==> config.mk <==
export PLATFORM = sky130hd
export DESIGN_NAME = fetch_unit_l5
export DESIGN_NICKNAME = d
export VERILOG_FILES = /design/src/rtl/fetch_unit_l5.sv
export SDC_FILE = /design/constraint.sdc
export NUM_CORES = 1
export LEC_CHECK = 0
export CAP_MARGIN = 20
export CORE_AREA = 5 5 160 162
export CTS_CLUSTER_DIAMETER = 40
export CTS_CLUSTER_SIZE = 25
export DETAILED_ROUTE_END_ITERATION = 8
export DIE_AREA = 0 0 165 167
export HOLD_SLACK_MARGIN = 0.06
export PLACE_DENSITY_LB_ADDON = 0.1
export RECOVER_POWER = 100
export SETUP_SLACK_MARGIN = 0.02
export SYNTH_ARGS = -nofsm -noshare
export SYNTH_HDL_FRONTEND = slang
export SYNTH_SLANG_ARGS = --single-unit
==> constraint.sdc <==
create_clock -name clk -period 4 [get_ports clk]
set_input_delay 0.6 -clock clk [delete_from_list [all_inputs] [get_ports clk]]
set_output_delay 0.6 -clock clk [all_outputs]
set_load 0.005 [all_outputs]
==> src/rtl/fetch_unit_l5.sv <==
// In-order fetch stage: sequential PC generation, pipelined I-mem requests,
// in-order response buffer, commit-window throttle and squash redirect.
module fetch_unit_l5 #(
    parameter logic [31:0] p_reset_pc      = 32'h200,
    parameter int          p_buf_depth     = 4,
    parameter int          p_seq_num_bits  = 5,
    parameter int          p_max_in_flight = 16
) (
    input  logic                      clk,
    input  logic                      rst,
    output logic                      mem_req_val,
    input  logic                      mem_req_rdy,
    output logic [31:0]               mem_req_addr,
    input  logic                      mem_resp_val,
    output logic                      mem_resp_rdy,
    input  logic [31:0]               mem_resp_data,
    output logic                      D_val,
    input  logic                      D_rdy,
    output logic [31:0]               D_inst,
    output logic [31:0]               D_pc,
    output logic [p_seq_num_bits-1:0] D_seq_num,
    input  logic                      commit_val,
    input  logic [p_seq_num_bits-1:0] commit_seq_num,
    input  logic                      squash_val,
    input  logic [31:0]               squash_target,
    input  logic [p_seq_num_bits-1:0] squash_seq_num
);
    localparam int AW = $clog2(p_buf_depth);
    localparam int CW = AW + 1;
    localparam int SW = CW + 1;
    localparam int NB = p_seq_num_bits;
    localparam logic [SW-1:0] DEPTH   = SW'(p_buf_depth);
    localparam logic [NB-1:0] MAX_IFL = NB'(p_max_in_flight);

    logic [31:0]   pc_q, pc_d;
    // Pointers carry an extra wrap bit so full and empty are distinct.
    logic [CW-1:0] alloc_q, alloc_d;
    logic [CW-1:0] fill_q, fill_d;
    logic [CW-1:0] head_q, head_d;
    logic [CW-1:0] drop_q, drop_d;
    logic [NB-1:0] next_seq_q, next_seq_d;
    logic [NB-1:0] oldest_q, oldest_d;

    logic [31:0] pc_buf   [p_buf_depth];
    logic [31:0] inst_buf [p_buf_depth];

    logic [CW-1:0] used;
    logic [CW-1:0] unfilled;
    logic [SW-1:0] credit_used;
    logic [NB-1:0] in_flight;
    logic          head_filled;
    logic          req_fire;
    logic          resp_fire;
    logic          d_fire;

    assign used        = alloc_q - head_q;
    assign unfilled    = alloc_q - fill_q;
    assign credit_used = SW'(used) + SW'(drop_q);
    assign in_flight   = next_seq_q - oldest_q;
    assign head_filled = (fill_q != head_q);

    assign mem_req_val  = rst & (credit_used < DEPTH) & ~squash_val;
    assign mem_req_addr = pc_q;
    assign mem_resp_rdy = 1'b1;

    assign D_val     = head_filled & (in_flight < MAX_IFL) & ~squash_val;
    assign D_inst    = inst_buf[head_q[AW-1:0]];
    assign D_pc      = pc_buf[head_q[AW-1:0]];
    assign D_seq_num = next_seq_q;

    assign req_fire  = mem_req_val & mem_req_rdy;
    assign resp_fire = mem_resp_val;
    assign d_fire    = D_val & D_rdy;

    always_comb begin
        pc_d       = pc_q;
        alloc_d    = alloc_q;
        fill_d     = fill_q;
        head_d     = head_q;
        drop_d     = drop_q;
        next_seq_d = next_seq_q;
        oldest_d   = oldest_q;
        if (req_fire) begin
            alloc_d = alloc_q + CW'(1);
            pc_d    = pc_q + 32'd4;
        end
        if (resp_fire) begin
            if (drop_q != '0) begin
                drop_d = drop_q - CW'(1);
            end else begin
                fill_d = fill_q + CW'(1);
            end
        end
        if (d_fire) begin
            head_d     = head_q + CW'(1);
            next_seq_d = next_seq_q + NB'(1);
        end
        if (commit_val) begin
            oldest_d = commit_seq_num + NB'(1);
        end
        // A response landing now is already counted in unfilled or drop_q.
        if (squash_val) begin
            pc_d       = squash_target;
            alloc_d    = '0;
            fill_d     = '0;
            head_d     = '0;
            next_seq_d = squash_seq_num + NB'(1);
            drop_d     = unfilled + drop_q - CW'(resp_fire);
        end
    end

    always_ff @(posedge clk) begin
        if (!rst) begin
            pc_q       <= p_reset_pc;
            alloc_q    <= '0;
            fill_q     <= '0;
            head_q     <= '0;
            drop_q     <= '0;
            next_seq_q <= '0;
            oldest_q   <= '0;
        end else begin
            pc_q       <= pc_d;
            alloc_q    <= alloc_d;
            fill_q     <= fill_d;
            head_q     <= head_d;
            drop_q     <= drop_d;
            next_seq_q <= next_seq_d;
            oldest_q   <= oldest_d;
        end
    end

    always_ff @(posedge clk) begin
        if (req_fire) begin
            pc_buf[alloc_q[AW-1:0]] <= pc_q;
        end
        if (resp_fire && drop_q == '0) begin
            inst_buf[fill_q[AW-1:0]] <= mem_resp_data;
        end
    end

endmodule

== Word level (Yosys, flattened, before mapping) ==
Memories as Yosys holds them, arrays and structs flattened. A register that Yosys moved wholly into a read port is not among the register bits.
Cells that the tools add are included.
Word-level totals
  memories: 2
  output and inout bits: 104
  bits of input ports: 81
  logic and storage cells: 60
  flip-flop bits (word level): 54
  memory bits (writable): 256
Cells by class
  add/subtract/negate cells: 14
  equal/unequal tests: 1
  reduce and logical (&&, ||, !) cells: 10
  magnitude comparators: 2
  multiplexer cells: 15
  bitwise gates (word level): 9
Memories
  inst_buf: words 4, width 32, rd ports 1, clocked after Yosys merged registers in 1, wr ports 1, line 45  | logic [31:0] inst_buf [p_buf_depth];
  pc_buf: words 4, width 32, rd ports 1, clocked after Yosys merged registers in 1, wr ports 1, line 44  | logic [31:0] pc_buf [p_buf_depth];
Operators with widths (count)
  $mux 32: 2
  $add 32x3->32 const B: 1
  $add 5x1->5 const B: 3
  $mux 5: 2
  $add 3x1->3 const B: 3
  $mux 3: 3
  $mux 2: 4
  $reduce_bool 2->1: 4
  $and 1x1->1: 6
  $sub 3x3->3: 2
  $lt 5x5->1 const B: 1
  $sub 5x5->5: 1
  $add 3x3->4: 1
  $lt 4x3->1 const B: 1
  $mux 1: 4
  $reduce_and 2->1: 2
  $add 3x3->3: 1
  $logic_not 3->1: 1
  $ne 3x3->1: 1
  $not 1->1: 3
  $reduce_bool 3->1: 1
  $sub 3x1->3: 1
  $sub 3x1->3 const B: 1
  $reduce_or 2->1: 1
  $logic_and 1x1->1: 1

== Longest topological paths before layout ==
Gate-level depths: netlist (run 1).
  depth in word-level cells: 8
  depth in mapped cells: 14
  gate-level depth less buffers: 13

== Worst setup path after synthesis (run 1) ==
OpenSTA, ideal clock, no wires.
  kind: reg-to-reg
  from: reg alloc_q[0]
  to: mem pc_buf[0][0], enable pin
  setup slack: 430 ps
  arrival time: 3178 ps
  clock period less this slack: 3570 ps
  path buffers: 2
  setup time: 392 ps
  stages on the path, launching flop included: 13
  required time: 3608 ps
  cells stage by stage: dfxtp_1 > inv_1 > ha_1 > inv_1 > fa_1 > xor2_1 > xnor2_1 > ha_1 > nor3_1 > and4b_1 > buf_4 > buf_2 > and2_1
Between the ends
  word-level cells in the longest chain between the ends: 8
RTL lines
  start, declared: line 37  | logic [CW-1:0] alloc_q, alloc_d;
  start signal, assigned: line 123  | alloc_q <= alloc_d;
  $sub 3x3->3: line 56  | assign used = alloc_q - head_q;
  $add 3x3->4: line 58  | assign credit_used = SW'(used) + SW'(drop_q);
  $lt 4x3->1: line 62  | assign mem_req_val = rst & (credit_used < DEPTH) & ~squash_val;
  $and 1x1->1 (2 in a row): line 62
  $and 1x1->1: line 71  | assign req_fire = mem_req_val & mem_req_rdy;
  $mux 1: line 133  | if (req_fire) begin
  $mux 1 (implied by the code): line 134  | pc_buf[alloc_q[AW-1:0]] <= pc_q;
  end, declared: line 44
Parallel ways exist; a longest one is shown, timed or not.

== Worst setup path in the final report (run 1) ==
  from: reg alloc_q[0]
  to: out mem_req_val
Between the ends
  word-level cells in the longest chain between the ends: 5
RTL lines
  $sub 3x3->3: line 56
  $add 3x3->4: line 58
  $lt 4x3->1: line 62
  $and 1x1->1 (2 in a row): line 62
  end, declared: line 11  | output logic mem_req_val,
Every way passes these cells.

==> results of run 1 <==
-- where the power goes --
| group | total, W | internal, W | switching [W] |
|---|---|---|---|
| Clock | 0.00365 | 0.00222 | 0.00144 |
| Sequential | 0.00375 | 0.00366 | 0.0000866 |
| Combinational | 0.000649 | 0.000340 | 0.000310 |
| Total | 0.00805 | 0.00622 | 0.00183 |
-- worst register-to-register path: stages (launching register included) --
cell	delay, ns
dfxtp_1	0.37
inv_1	0.15
ha_1	0.16
inv_1	0.05
fa_1	0.38
xor2_1	0.16
xnor2_1	0.13
ha_1	0.29
nor3_2	0.24
and4b_1	0.44
clkbuf_1	0.43
nor2_1	0.29
o21ai_0	0.27
a21oi_1	0.11
-- layout make-up --
type	count	share of cell area (%)
Clock buffer	41	6.17
Clock inverter	31	2.34
Inverter	31	0.715
Multi-Input combinational cell	386	22.3
Sequential cell	312	54.1
Tap cell	324	2.49
Timing Repair Buffer	197	11.8
-- kinds of logic (layout without fill, tap and decap cells) --
| family | after synthesis | in the layout | share of synthesized area, % |
|---|---|---|---|
| buffers and inverters | 67 | 300 | 2.12 |
| xor gates and xnor gates | 26 | 26 | 1.79 |
| DFF | 312 | 312 | 69.1 |
| and+or+nand+nor | 152 | 152 | 6.76 |
| muxes | 71 | 71 | 11.9 |
| adders and majority gates | 26 | 26 | 2.85 |
| other | 1 | 1 | 0.0294 |
| AOI/OAI and AO/OA | 110 | 110 | 5.49 |
-- metrics by stage --
| step | utilization, % | hold slack [ns] |
|---|---|---|
| 2_1_floorplan | - | 0.460 |
| 3_3_place_gp | 62.6 | 0.476 |
| 3_5_place_dp | 62.7 | 0.480 |
| 4_1_cts | 68.4 | 0.487 |
| 5_1_grt | 67.9 | 0.524 |
| 6_report | 67.9 | 0.486 |
-- state kept, by name, summed over array words and instances, names as in the netlist, named ones only --
register	count
pc_buf	128
alloc_q	3
D_seq_num	5
drop_q	3
inst_buf	128
mem_req_addr	32
fill_q	3
head_q	3
oldest_q	5
-- metal layers --
| layer | global-route usage, % | vias up | wire length [µm] |
|---|---|---|---|
| li1 | - | 3447 | - |
| met1 | 27.8 | 3772 | 11600 |
| met2 | 34.0 | 281 | 13800 |
| met3 | 4.60 | 57 | 2020 |
| met4 | 5.82 | 0 | 743 |
| met5 | 0 | - | 0 |
-- worst max path at each step --
stage,cells after the start,end,from
after floorplan,12,pc_buf[0][0],alloc_q[0]
after global placement,14,drop_q[2],mem_resp_val
after detailed placement,14,drop_q[2],mem_resp_val
after CTS,11,mem_req_val,alloc_q[0]
after global routing,11,mem_req_val,alloc_q[0]
final,11,mem_req_val,alloc_q[0]
-- synthesized netlist by cell type (2+ instances only) --
cell type    n  area (µm²)
edfxtp_1   256        7690
mux4_2      64        1440
dfxtp_1     56        1120
a21oi_1     36         180
nand2_1     36         135
nor2_1      31         116
inv_1       30         113
clkbuf_1    23        86.3
ha_1        21         263
o21ai_0     20         100
nand3_1     17        85.1
xnor2_1     16         140
a31oi_1     12        75.1
and2_1      11        68.8
nor3_1      11        55.1
xor2_1      10        87.6
a211oi_1     9        67.6
buf_2        9        45.0
nand4_1      9        56.3
or3_1        8        50.1
and3_1       7        43.8
mux2i_1      7        70.1
o211ai_1     7        52.6
fa_1         5         100
a32oi_1      4        35.0
and4_1       4        35.0
a21boi_0     3        22.5
nand4_4      3        63.8
nor4_1       3        18.8
o31ai_1      3        22.5
a21o_1       2        15.0
a41o_1       2        20.0
and3b_1      2        17.5
buf_1        2        7.51
buf_4        2        15.0
nor4_4       2        42.5
o21a_1       2        15.0
o31a_1       2        17.5
-- what timing repair did --
action	in CTS	in global routing
setup buffers	0	0
endpoints found under the setup margin	0	1
resized for setup	0	1
==> results.yml, run 1 <==
floorplan:
  die_height_um: 167
  start_util_pct: 53.2
  floorplan.core_area_um2: 24000
  fp.dieArea_um2: 27600
  floorplan.rows: 57
  die_width_um: 165
  i_o_pin_count: 185
sta:
  final.setup.tns_ns: 0
  rsz0062_at_grt: "false"
  slew-limit-headroom_pct: -65.0
  final.setup.worst_slack_ns: 0.247
  clock_skew_ns: 0.0272
  worst-slew-pin-transition_ns: 2.47
  finalWorstPathRequiredPeriod_ns: 3.75
  period_share_pct: 93.8
  achievable-frequency_mhz: 266
  hold_viol: 0
  final_max_slew_viol_count: 198
  final_setup_violations: 0
worst_setup_path:
  critPathTopFamily: "adder cells"
  reg2reg_to: "mem_req_addr[8]"
  crit_path_max_fanout: 5
  timing.critical_path.required_ns: 3.40
  startpoint_type: "flop"
  worstPathArrival_ns: 3.15
  worstPathCellList: "inv_1, ha_1, inv_1, fa_1, xor2_1, xnor2_1, ha_1, nor3_2, nand2_1, nor2_1, clkdlybuf4s50_1"
  path_buf_inv: 3
  rr_worst_depth: 13
  slowest_cell_delay_on_critical_path_ns: 0.52
  worstSetupEndpointType: "output pin"
  critPathKind: "reg2out"
  r2r_setup_slack_ns: 0.37
  r2r_start: "alloc_q[0]"
  slowest_stage_cell_crit_path: "clkdlybuf4s50_1"
min_path:
  min_path_cells: 2
  holdCritPathClass: "reg2reg"
  hold-path-endpoint: "oldest_q[2]"
  min_from: "oldest_q[2]"
synthesis:
  synth_ff_type: "edfxtp_1"
  post_synth_edffs: 256
  syn_avg_cell_area_um2: 16.7
  synth_sequential_area_ratio_pct: 69.1
  synth_nets: 872
  post_synth_num_cell_types: 56
  synth-async-reset-ratio_pct: 0
  synth_seq_cells: 312
  cell_count_after_synthesis: 765
  ys_warn_count: 0
  synthesis.area_um2: 12700
layout:
  multi_input_comb_area_um2: 3630
  proportion_of_layout_cells_with_a_drive_suffix_above_1_pct: 15.8
  final_common_cell: "edfxtp_1"
  final_area_um2: 16300
  nNetsFinal: 1074
  layout.cells.most_common_list: "256 x edfxtp_1, 135 x dlygate4sd3_1, 64 x mux4_2"
  final-seq-area_um2: 8810
  area.growth.synth_to_final_pct: 27.7
  nFillCells: 1656
  layoutNonFillerInstCount: 1322
  diodes: 0
clock_tree:
  clock_tree_from_tritoncts: "built"
  numCtsBuffers: 39
  clkTransAtPathRegs_ns: 0.05
  ctsLongestPathBuffers: 3
  cts.root.buffer_cell: "clkbuf_16"
  cts_hold_buf: 0
  cts-htree-levels: 2
  clock-sinks: 312
  worst_skew_pair.late_latency_ns: 0.53
placement:
  detailed_place.area_um2: 15000
  dpl_ws_ns: 0.253
  dp.cells: 1250
  port_buffers: 183
  place.gp.congestion: 0.842
  hpwl_um: 18100
route:
  route.final.wire_length_um: 28300
  via_count: 7557
  routedWlPerCell_um: 21.4
  final_antenna_net_count: 0
  drt_iter0_markers: 541
  route.detailed.drc: 0
  drt-pass1-iter-count: 5
  detail_route.vias_per_cell: 5.72
power_and_ir_drop:
  pwr_density_cell_nw_per_um2: 495
  vdd_drop_max_uv: 440
  power.total_w: 0.00805
  cellLeakagePower_nw: 5.49
status:
  failed_checks: "capacitance limit, slew limit"
  status: "complete, but fails checks"
grt:
  largest_net_degree_at_the_start_of_global_routing: 65
  initial_antenna_violation_count: 0
  first_global_vias: 8008
  grt_first_pass_wirelength_um: 44400
  groute.usage.overall_pct: 20.6
  grt_overflow: 0
run:
  maxCapViolations: 5
No activity file was read; power rests on OpenSTA's default activity.
==> run 2: changes to the inputs <==
SKIP_CTS_REPAIR_TIMING = 1   (was default)
clock period = 3.92 ns   (was 4 ns; I/O delays follow)
==> run 2 against run 1 <==
Non-clock buffer count decreased by 1. Cell count decreased by 0.30%. Flip-flop and latch count unchanged. Register-to-register slack got worse by 0.10 ns. Sequential power increased by 2%. Final area decreased by 1.0%. Die area unchanged. Clock skew increased by 0.0047 ns. The run still ends with capacitance limit, slew limit left. Clock-buffer cell count increased by 2. Critical path depth unchanged. Worst setup slack improved by 0.0017 ns.
==> results.yml, run 2 (same netlist as run 1, synthesis figures left out) <==
power_and_ir_drop:
  cellLeakagePower_nw: 5.43
  power.total_w: 0.00784
  vdd_drop_max_uv: 430
  pwr_density_cell_nw_per_um2: 486
sta:
  final.setup.tns_ns: 0
  rsz0062_at_grt: "false"
  final.setup.worst_slack_ns: 0.249
  final_setup_violations: 0
  slew-limit-headroom_pct: -71.1
  finalWorstPathRequiredPeriod_ns: 3.67
  period_share_pct: 93.7
  clock_skew_ns: 0.0319
  achievable-frequency_mhz: 272
  worst-slew-pin-transition_ns: 2.57
  final_max_slew_viol_count: 133
  hold_viol: 0
layout:
  final_common_cell: "edfxtp_1"
  layoutNonFillerInstCount: 1318
  proportion_of_layout_cells_with_a_drive_suffix_above_1_pct: 15.1
  diodes: 0
  nNetsFinal: 1072
  final_area_um2: 16100
  area.growth.synth_to_final_pct: 26.4
  layout.cells.most_common_list: "256 x edfxtp_1, 133 x dlygate4sd3_1, 64 x mux4_2"
  nFillCells: 1707
status:
  failed_checks: "capacitance limit, slew limit"
  status: "complete, but fails checks"
worst_setup_path:
  worstPathCellList: "inv_1, ha_1, inv_1, fa_1, xor2_1, xnor2_1, ha_1, nor3_2, nand2_1, nor2_1, clkdlybuf4s50_1"
  timing.critical_path.required_ns: 3.33
  crit_path_max_fanout: 5
  worstSetupEndpointType: "output pin"
  worstPathArrival_ns: 3.08
  critPathKind: "reg2out"
  slowest_stage_cell_crit_path: "clkdlybuf4s50_1"
  startpoint_type: "flop"
  slowest_cell_delay_on_critical_path_ns: 0.52
  path_buf_inv: 3
  critPathTopFamily: "adder cells"
grt:
  initial_antenna_violation_count: 0
  largest_net_degree_at_the_start_of_global_routing: 65
  grt_overflow: 0
  first_global_vias: 7874
  groute.usage.overall_pct: 20.3
  grt_first_pass_wirelength_um: 43300
run:
  maxCapViolations: 4
min_path:
  holdCritPathClass: "reg2reg"
placement:
  place.gp.congestion: 0.840
  hpwl_um: 18200
  dp.cells: 1249
  port_buffers: 183
  detailed_place.area_um2: 15000
  dpl_ws_ns: 0.245
route:
  met2_wirelength_from_detailed_routing_um: 13900
  top_signal_layer_used: "met4"
  via_count: 7522
  route.final.wire_length_um: 28100
  routedWlPerCell_um: 21.3
  final_antenna_net_count: 0
  route.detailed.drc: 0
  detail_route.vias_per_cell: 5.71
  routed-wl-met3_um: 1850
  drt_iter0_markers: 482
  drt-pass1-iter-count: 5
  met1Wirelength_um: 11600
clock_tree:
  clock_tree_from_tritoncts: "built"
  numCtsBuffers: 38
  cts-htree-levels: 2
  cts.root.buffer_cell: "clkbuf_16"
  clock-sinks: 312
  worst_skew_pair.late_latency_ns: 0.53
  clkTransAtPathRegs_ns: 0.05
  ctsLongestPathBuffers: 3
floorplan:
  i_o_pin_count: 185
  floorplan.core_area_um2: 24000
  floorplan.rows: 57
  die_width_um: 165
  start_util_pct: 53.2
  fp.dieArea_um2: 27600
  die_height_um: 167
run 2: layout make-up:
type	count	area, µm²	area share [%]
timing repair buffer	196	1910	11.9
inverter	31	116	0.722
tap	324	405	2.52
clock buffer	43	991	6.15
clock inverter	26	244	1.51
sequential	312	8810	54.7
multi-input combinational	386	3630	22.5
run 2: stage by stage:
step / util [%] / hold WS (ns)
2_1_floorplan: - / 0.460
3_3_place_gp: 62.5 / 0.475
3_5_place_dp: 62.6 / 0.481
4_1_cts: 67.8 / 0.490
5_1_grt: 67.2 / 0.510
6_report: 67.2 / 0.491
run 2: layer usage:
layer | GRT usage (%) | up-vias
met5 | 0 | -
met4 | 6.62 | 0
met3 | 4.55 | 54
met2 | 33.0 | 283
met1 | 27.3 | 3761
li1 | - | 3424
run 2: tightest hold or removal path, stage by stage (launching register included):
cell      delay (ns)
dfxtp_1         0.31
nor2_1          0.08
a211oi_1        0.05
run 2: power by group:
part           internal, W  switching [W]
Clock              0.00195        0.00140
Combinational     0.000347       0.000312
Sequential         0.00374      0.0000886
Total              0.00603        0.00180
run 2: path summary, 6_finish.rpt:
check,cells after the start,start,slack [ns],endpoint
setup / recovery,11,alloc_q[0],0.25,mem_req_val
hold / removal,2,oldest_q[3],0.49,oldest_q[3]
setup reg to reg,11,alloc_q[0],0.27,pc_buf[2][8]
hold reg to reg,2,oldest_q[3],0.49,oldest_q[3]
==> run 3: changes to the inputs <==
PLACE_DENSITY = 0.8   (was default)
PLACE_DENSITY_LB_ADDON = default   (was 0.1)
SKIP_LAST_GASP = 1   (was default)
==> run 3 against run 2 <==
The flow still finishes with violations (capacitance limit, slew limit). Clock skew increased by 0.0040 ns. Power increased by 1.8%. Cell count is 0.23% higher.
==> results.yml, run 3 (same netlist as run 1, synthesis figures left out) <==
worst_setup_path:
  startpoint_type: "flop"
  worstSetupEndpointType: "output pin"
  critPathKind: "reg2out"
  timing.critical_path.required_ns: 3.33
  r2r_start: "alloc_q[0]"
  r2r_setup_slack_ns: 0.43
  slowest_stage_cell_crit_path: "dfxtp_2"
  reg2reg_to: "pc_buf[2][1]"
  worstPathArrival_ns: 3.03
  crit_path_max_fanout: 29
  slowest_cell_delay_on_critical_path_ns: 1.09
  rr_worst_depth: 11
  worstPathCellList: "buf_12, mux4_2, dlygate4sd3_1"
clock_tree:
  clock_tree_from_tritoncts: "built"
  cts-htree-levels: 2
  ctsLongestPathBuffers: 3
  clock-sinks: 312
  clkTransAtPathRegs_ns: 0.05
  numCtsBuffers: 35
  worst_skew_pair.late_latency_ns: 0.52
  cts.root.buffer_cell: "clkbuf_16"
power_and_ir_drop:
  pwr_density_cell_nw_per_um2: 492
  seq_power_share_pct: 48.0
  p_switching_w: 0.00174
  comb_power_share_pct: 8.4
  cellLeakagePower_nw: 5.48
  vdd_drop_max_uv: 375
  switching_share_pct: 21.8
  internal-power_w: 0.00624
  clockPowerShare_pct: 43.5
route:
  detail_route.vias_per_cell: 5.74
  drt-pass1-iter-count: 5
  final_antenna_net_count: 0
  via_count: 7577
  drt_iter0_markers: 499
  route.final.wire_length_um: 28400
  routedWlPerCell_um: 21.5
  route.detailed.drc: 0
sta:
  rsz0062_at_grt: "false"
  slew-limit-headroom_pct: -62.5
  period_share_pct: 92.2
  final_setup_violations: 0
  clock_skew_ns: 0.0359
  final.setup.tns_ns: 0
  worst-slew-pin-transition_ns: 2.44
  achievable-frequency_mhz: 277
  hold_viol: 0
  final_max_slew_viol_count: 133
  finalWorstPathRequiredPeriod_ns: 3.61
min_path:
  holdCritPathClass: "reg2reg"
  hold-path-endpoint: "oldest_q[0]"
  min_path_cells: 2
  min_from: "oldest_q[0]"
grt:
  grt_first_pass_wirelength_um: 44500
  first_global_vias: 7852
  grt_overflow: 0
  largest_net_degree_at_the_start_of_global_routing: 45
  groute.usage.overall_pct: 20.9
  initial_antenna_violation_count: 1
floorplan:
  i_o_pin_count: 185
  die_width_um: 165
  floorplan.rows: 57
  start_util_pct: 53.2
  floorplan.core_area_um2: 24000
  die_height_um: 167
  fp.dieArea_um2: 27600
status:
  status: "complete, but fails checks"
  failed_checks: "capacitance limit, slew limit"
layout:
  final_common_cell: "edfxtp_1"
  layout.core_utilization_pct: 67.7
  area.growth.synth_to_final_pct: 27.3
  diodes: 0
  nNetsFinal: 1077
  proportion_of_layout_cells_with_a_drive_suffix_above_1_pct: 14.9
  layout.cells.most_common_list: "256 x edfxtp_1, 119 x dlygate4sd3_1, 64 x mux4_2"
  nFillCells: 1667
placement:
  place.gp.congestion: 0.814
  port_buffers: 183
  hpwl_um: 18200
run:
  maxCapViolations: 4
-- run 3: changes by cell type in the layout (fill, tap and decap cells not counted), moves of 3 or more --
cell	change
clkinv_2	-3
clkdlybuf4s50_1	+13
clkinv_4	-5
inv_6	-5
clkbuf_1	+5
clkbuf_16	-3
bufinv_16	+5
dlygate4sd3_1	-14
buf_4	+3
-- run 3: area by class of cell --
cell class	instances	area (µm²)	area share, %
repair buffers	204	1980	12.2
clock buffers	42	943	5.81
well taps	324	405	2.50
inverters	31	116	0.717
multi-input cells	386	3660	22.6
clock inverters	22	310	1.91
flip-flops and latches	312	8810	54.3
-- run 3: worst max-delay path, delay by kind of cell (launching register included) --
| kind | cells | cell delay, ns |
|---|---|---|
| buf+inv | 2 | 0.88 |
| mux | 1 | 0.54 |
| flops | 1 | 1.09 |
-- run 3: worst max path at each step --
| stage | cells after the start | startpoint | slack (ns) | to |
|---|---|---|---|---|
| after floorplan | 12 | alloc_q[0] | 0.35 | pc_buf[0][0] |
| after global placement | 14 | mem_resp_val | 0.37 | drop_q[2] |
| after detailed placement | 14 | mem_resp_val | 0.33 | drop_q[2] |
| after CTS | 11 | alloc_q[0] | 0.07 | mem_req_val |
| after global routing | 3 | flop | 0.09 | D_inst[0] |
| final | 3 | flop | 0.31 | D_inst[22] |
-- run 3: power by group through the flow --
stage                     sequential (W)  combinational, W  clock, W
final                            0.00383          0.000672   0.00347
after global routing             0.00385          0.000732   0.00368
after floorplan                  0.00386          0.000330         0
after detailed placement         0.00389          0.000717         0
after global placement           0.00389          0.000705         0
after CTS                        0.00383          0.000726   0.00353
-- run 3: metal layers --
| layer | GRT usage, % | wire length, µm |
|---|---|---|
| met5 | 0 | 19 |
| met4 | 6.65 | 713 |
| met3 | 5.02 | 2420 |
| met2 | 33.6 | 13900 |
| met1 | 28.3 | 11400 |
-- run 3: per-stage QoR --
step                      area (µm²)  setup WS [ns]  total power, W  cells  hold WS (ns)
final                          16200          0.307         0.00798   1321         0.488
after global routing           16200         0.0886         0.00826   1321         0.501
after CTS                      16300         0.0735         0.00808   1321         0.493
after detailed placement       15000          0.327         0.00461   1257         0.485
after global placement         15000          0.369         0.00459   1257         0.481
after floorplan                12700          0.350         0.00420    765         0.460
